## src/rtl/shifter_pkg.sv

```systemverilog
// -----------------------------------------------------------------------------
// shifter_pkg
// Shared definitions for the sequential barrel shifter.
//   state_t        : controller states (IDLE, SHIFT, DONE)
//   DIR_LEFT/RIGHT : encoding of the shift-direction input
//   DEFAULT_WIDTH  : default data width
// Optional feature macro used by the files that import this package:
//   SEQ_BARREL_SHIFTER_ROTATE_EN
// -----------------------------------------------------------------------------
package shifter_pkg;

    typedef enum logic [1:0] {
        IDLE  = 2'd0,
        SHIFT = 2'd1,
        DONE  = 2'd2
    } state_t;

    localparam logic DIR_LEFT  = 1'b0;
    localparam logic DIR_RIGHT = 1'b1;

    localparam int DEFAULT_WIDTH = 32;

endpackage

```

## src/rtl/shift_stage.sv

```systemverilog
// -----------------------------------------------------------------------------
// shift_stage
// Combinational single log-step shifter. It moves the data by 2^index in the
// requested direction, or passes it through unchanged when enable is low.
// Right shifts are arithmetic and left shifts are logical.
// Ports:
//   data   in  WIDTH  operand
//   dir    in  1      DIR_LEFT / DIR_RIGHT
//   index  in  IDX_W  log-step number (0 .. AMT_W-1)
//   enable in  1      apply the step when high
//   rot    in  1      rotate instead of shift (SEQ_BARREL_SHIFTER_ROTATE_EN only)
//   result out WIDTH  stepped data
// Macro: SEQ_BARREL_SHIFTER_ROTATE_EN adds the rot input.
// -----------------------------------------------------------------------------
module shift_stage
    import shifter_pkg::*;
#(
    parameter int WIDTH = DEFAULT_WIDTH
) (
    input  logic [WIDTH-1:0]                  data,
    input  logic                              dir,
    input  logic [$clog2($clog2(WIDTH))-1:0]  index,
    input  logic                              enable,
`ifdef SEQ_BARREL_SHIFTER_ROTATE_EN
    input  logic                              rot,
`endif
    output logic [WIDTH-1:0]                  result
);

    localparam int AMT_W = $clog2(WIDTH);
    localparam int IDX_W = $clog2(AMT_W);

    // One candidate per log-step. Every distance is a constant, so each
    // candidate is just wiring plus a direction mux.
    logic [WIDTH-1:0] cand [AMT_W];

    genvar gi;
    generate
        for (gi = 0; gi < AMT_W; gi++) begin : g_step
            localparam int S = 1 << gi;
            logic [WIDTH-1:0] shl;
            logic [WIDTH-1:0] shr;

            assign shl = {data[WIDTH-1-S:0], {S{1'b0}}};
            // The sign bit never changes during an arithmetic right shift,
            // so the current MSB is the captured operand's MSB.
            assign shr = {{S{data[WIDTH-1]}}, data[WIDTH-1:S]};

`ifdef SEQ_BARREL_SHIFTER_ROTATE_EN
            logic [WIDTH-1:0] rol;
            logic [WIDTH-1:0] ror;

            assign rol = {data[WIDTH-1-S:0], data[WIDTH-1:WIDTH-S]};
            assign ror = {data[S-1:0], data[WIDTH-1:S]};
            assign cand[gi] = rot ? ((dir == DIR_RIGHT) ? ror : rol)
                                  : ((dir == DIR_RIGHT) ? shr : shl);
`else
            assign cand[gi] = (dir == DIR_RIGHT) ? shr : shl;
`endif
        end
    endgenerate

    always_comb begin
        result = data;
        if (enable) begin
            for (int i = 0; i < AMT_W; i++) begin
                if (index == IDX_W'(i)) begin
                    result = cand[i];
                end
            end
        end
    end

endmodule

```

## src/rtl/seq_barrel_shifter.sv

```systemverilog
// -----------------------------------------------------------------------------
// seq_barrel_shifter
// Multi-cycle barrel shifter. It applies one log-step per clock behind a
// start/busy/done handshake. Right shifts are arithmetic and left shifts are
// logical. The latency is AMT_W+1 cycles from the start edge to done,
// whatever the shift amount.
// Ports:
//   clk     in   1      clock, rising edge
//   rst_n   in   1      asynchronous active-low reset
//   start   in   1      request, sampled in IDLE or DONE only
//   sh_dir  in   1      1 = right (arithmetic), 0 = left (logical)
//   sh_amt  in   AMT_W  shift amount
//   d_in    in   WIDTH  operand
//   sh_rot  in   1      rotate select (SEQ_BARREL_SHIFTER_ROTATE_EN only)
//   busy    out  1      shift in progress
//   done    out  1      one-cycle pulse, d_out valid
//   d_out   out  WIDTH  result, held until the next completion
// Macro: SEQ_BARREL_SHIFTER_ROTATE_EN adds sh_rot and rotate behaviour.
// -----------------------------------------------------------------------------
module seq_barrel_shifter
    import shifter_pkg::*;
#(
    parameter int WIDTH = DEFAULT_WIDTH
) (
    input  logic                      clk,
    input  logic                      rst_n,
    input  logic                      start,
    input  logic                      sh_dir,
    input  logic [$clog2(WIDTH)-1:0]  sh_amt,
    input  logic [WIDTH-1:0]          d_in,
`ifdef SEQ_BARREL_SHIFTER_ROTATE_EN
    input  logic                      sh_rot,
`endif
    output logic                      busy,
    output logic                      done,
    output logic [WIDTH-1:0]          d_out
);

    localparam int AMT_W = $clog2(WIDTH);
    localparam int IDX_W = $clog2(AMT_W);
    localparam logic [IDX_W-1:0] LAST_STAGE = IDX_W'(AMT_W - 1);

    state_t             state_reg;
    logic [IDX_W-1:0]   cnt_reg;
    logic [WIDTH-1:0]   work_reg;
    logic               dir_reg;
    logic [AMT_W-1:0]   amt_reg;
    logic [WIDTH-1:0]   d_out_reg;
    logic               busy_reg;
    logic               done_reg;
    logic [WIDTH-1:0]   stage_next;
`ifdef SEQ_BARREL_SHIFTER_ROTATE_EN
    logic               rot_reg;
`endif

    shift_stage #(
        .WIDTH (WIDTH)
    ) u_stage (
        .data   (work_reg),
        .dir    (dir_reg),
        .index  (cnt_reg),
        .enable (amt_reg[cnt_reg]),
`ifdef SEQ_BARREL_SHIFTER_ROTATE_EN
        .rot    (rot_reg),
`endif
        .result (stage_next)
    );

    always_ff @(posedge clk or negedge rst_n) begin
        if (!rst_n) begin
            state_reg <= IDLE;
            cnt_reg   <= '0;
            work_reg  <= '0;
            dir_reg   <= 1'b0;
            amt_reg   <= '0;
            d_out_reg <= '0;
            busy_reg  <= 1'b0;
            done_reg  <= 1'b0;
`ifdef SEQ_BARREL_SHIFTER_ROTATE_EN
            rot_reg   <= 1'b0;
`endif
        end else begin
            case (state_reg)
                // IDLE and DONE both accept a new request; DONE lasts one
                // cycle, so a held start gives back-to-back operation.
                IDLE, DONE: begin
                    done_reg <= 1'b0;
                    if (start) begin
                        work_reg  <= d_in;
                        dir_reg   <= sh_dir;
                        amt_reg   <= sh_amt;
`ifdef SEQ_BARREL_SHIFTER_ROTATE_EN
                        rot_reg   <= sh_rot;
`endif
                        cnt_reg   <= '0;
                        state_reg <= SHIFT;
                        busy_reg  <= 1'b1;
                    end else begin
                        state_reg <= IDLE;
                        busy_reg  <= 1'b0;
                    end
                end
                SHIFT: begin
                    work_reg <= stage_next;
                    if (cnt_reg == LAST_STAGE) begin
                        // d_out is written only here, so it never shows
                        // partial results.
                        d_out_reg <= stage_next;
                        state_reg <= DONE;
                        busy_reg  <= 1'b0;
                        done_reg  <= 1'b1;
                    end else begin
                        cnt_reg <= cnt_reg + IDX_W'(1);
                    end
                end
                default: begin
                    state_reg <= IDLE;
                    busy_reg  <= 1'b0;
                    done_reg  <= 1'b0;
                end
            endcase
        end
    end

    assign busy  = busy_reg;
    assign done  = done_reg;
    assign d_out = d_out_reg;

endmodule

```

## config.mk

```make
export PLATFORM = sky130hd
export DESIGN_NAME = seq_barrel_shifter
export DESIGN_NICKNAME = d
export VERILOG_FILES = /design/src/rtl/shifter_pkg.sv /design/src/rtl/shift_stage.sv /design/src/rtl/seq_barrel_shifter.sv
export SDC_FILE = /design/constraint.sdc
export NUM_CORES = 1
export LEC_CHECK = 0
export CORE_UTILIZATION = 55
export CTS_BUF_LIST = sky130_fd_sc_hd__clkbuf_8 sky130_fd_sc_hd__clkbuf_16
export CTS_CLUSTER_DIAMETER = 40
export DETAILED_ROUTE_END_ITERATION = 10
export PLACE_DENSITY = 0.83
export SLEW_MARGIN = 20
export SYNTH_ARGS = -nofsm -noshare
export SYNTH_HDL_FRONTEND = slang
export SYNTH_SLANG_ARGS = --single-unit
```

## constraint.sdc

```tcl
create_clock -name clk -period 5.75 [get_ports clk]
set_input_delay 0.8625 -clock clk [delete_from_list [all_inputs] [get_ports clk]]
set_output_delay 0.8625 -clock clk [all_outputs]
set_load 0.02 [all_outputs]
```

==> reports/qor.csv <==
metric,value,unit
Bufs on Longest Clock Path,2,
I/O Pins,75,
synth top area cells,"dfrtp_1 33%, nand2_1 6.3%, a21oi_1 4.9%",
initial antenna violation count,0,
"most common cell after layout, fill and taps aside",nand2_1,
Max Fclk,306,MHz
Post-Synthesis Cells,711,
port bufs,74,
Final HPWL DP,14200,um
post-route cell area,0.00663,sq mm
Root Buffer,clkbuf_8,
Syn. warnings,0,
area share of the largest cell type after synthesis,32.9,%
CTS tree,yes,
max cap viols,0,
"flops & latches, synth",76,
most frequent cells in the layout,"97 x nand2_1, 75 x dfrtp_1, 73 x clkdlybuf4s50_1",
Final TNS setup,0,ps
critical hold path startpoint,d_out[16],
largest net degree at the start of global routing,77,
main flop type after synthesis,dfrtp_1,
Post-DP Area,0.00643,sq mm
sequential area share after synthesis,32.9,%
final period utilization,56.9,%
vias per inst,7.19,
Num CTS Buffers,9,
Worst-Skew Late Latency,360,ps
CORE AREA,0.0103,sq mm
crit path max fanout,39,
R2R Setup Slk,2480,ps
Clock Sinks,76,
initial core utilization,56.3,%
number of post-CTS setup repair buffers,0,
Max Slew Vio Count,0,
antenna cells,0,
Worst-Margin Slew,1070,ps
H-tree Lvls,3,
min Tclk post-route,3270,ps
drt total wl,21100,um
chip height,105,um
Hold Path Class,register to register,
Final ANT Viol Nets,0,
library cells used by synthesis,71,
routability cong.,1.01,
global-route wire length before repair,33600,um
Peak VDD IR,493,uV
WL/cell,24.0,um
fraction of layout cells with a size suffix above 1,6.98,%
"EDFF count, synth",0,
largest area contributor in the netlist,dfrtp_1,
CP arrival,3490,ps
R2R Path Start,cnt_reg[2],
final hold vios,0,
fraction of registers with async set/reset,100,%
Detailed Routing Iterations Pass 1,6,
cell row count,37,
Hold Crit Depth,2,
Synthesized Nets,757,
Syn Area/Cell,8.13,sq um
RR Endpoint,work_reg[1],
Hold Path Sink,d_out[16],
Chip Width,105,um
# hold bufs at CTS,0,
leakage,2.63,nW
Worst-path clk slew,80,ps
GR Util All Layers,39.5,%
status,completed,
vias in the first global route,6076,
startpoint types,register,
Final nets,786,
post-CTS sizing,0,
Clock Skews,12.6,ps
slew margin rel.,28.2,%
Register-to-Register Path Depth,8,
vias,6330,
critical path class,register to register,
WHS,477,ps
growth of design area from synthesis to finish,14.7,%
RSZ-0062 raised after global routing,false,
Residual DRC,0,
worst endpoint required time,5960,ps
crit path capture type,register,
mapped cell area,0.00578,sq mm
PwrDens,746,mW/mm^2
grt ovf,0,
Die ar.,0.0109,sq mm
# setup viols final,0,
1st-iter DRT viols,879,
power breakdown:
part	switching (W)	total [W]	internal, W
sequential	0.000446	0.00124	0.000796
combinational	0.00200	0.00327	0.00127
clock	0.000217	0.000428	0.000212
layer usage:
| metal | vias up | GRT usage (%) | wire length, um |
|---|---|---|---|
| met5 | - | 0 | 0 |
| met3 | 102 | 8.48 | 2600 |
| met1 | 2968 | 53.5 | 8170 |
| met4 | 0 | 20.9 | 1090 |
| met2 | 505 | 59.1 | 9240 |
| li1 | 2755 | - | - |
cell usage after synthesis, types with 6 or more instances:
| library cell | instances |
|---|---|
| o31ai_1 | 15 |
| a22oi_1 | 23 |
| nand2_1 | 97 |
| a221oi_1 | 9 |
| inv_1 | 10 |
| nor2_1 | 40 |
| a221o_1 | 8 |
| o21ai_1 | 7 |
| o311ai_0 | 7 |
| a32oi_1 | 12 |
| buf_2 | 20 |
| buf_4 | 9 |
| o22ai_1 | 8 |
| a31oi_1 | 20 |
| clkbuf_1 | 30 |
| nand2b_1 | 32 |
| o2111a_1 | 7 |
| nor2b_1 | 10 |
| a211oi_1 | 6 |
| nand3_1 | 48 |
| mux2i_1 | 10 |
| a21oi_1 | 57 |
| dfrtp_1 | 76 |
| and3_1 | 16 |
| o21ai_0 | 31 |
| buf_6 | 7 |
cell type report:
cell class / instances / area, sq um
clock buffer: 10 / 138
clock inverter: 6 / 62.6
fill: 922 / 3650
inverter: 10 / 37.5
multi-input combinational: 558 / 3500
sequential: 76 / 1900
tap: 136 / 170
timing repair buffer: 85 / 821
worst max path at each step:
stage | startpoint | end | slack, ps | depth (start not counted)
6_report | cnt_reg[2] | work_reg[1] | 2480 | 8
5_1_grt | cnt_reg[2] | work_reg[1] | 2130 | 8
4_1_cts | cnt_reg[2] | work_reg[1] | 2540 | 8
3_5_place_dp | cnt_reg[2] | work_reg[1] | 2550 | 8
3_3_place_gp | cnt_reg[2] | work_reg[1] | 2740 | 8
2_1_floorplan | start | work_reg[20] | 3640 | 5
worst max-delay path, cell delays in order (launching register included):
cell and delay [ps]:
dfrtp_1 850, inv_1 340, ha_1 460, buf_4 340
and2_1 280, a221oi_1 350, o21ai_0 160, o21ai_1 210
o21ai_0 120
logic make-up (layout without fill, tap and decap cells):
family,count (synthesis),count (layout),share of synthesized area [%]
flip-flops,76,76,32.9
multiplexers,14,14,2.71
adder cells (fa/ha/maj),5,5,1.08
buffers and inverters,77,111,6.93
AND/OR/NAND/NOR,273,273,23.2
AO/OA/AOI/OAI,266,266,33.2
through the flow:
stage	worst slack (ps)	util (%)	cells	total power, W
after floorplan	3640	-	711	0.00344
after global placement	2740	62.5	865	0.00434
after detailed placement	2550	62.6	865	0.00440
after CTS	2540	64.5	881	0.00483
after global routing	2130	64.5	881	0.00523
final	2480	64.5	881	0.00494
Note: power is estimated with default switching activity, not from simulation.
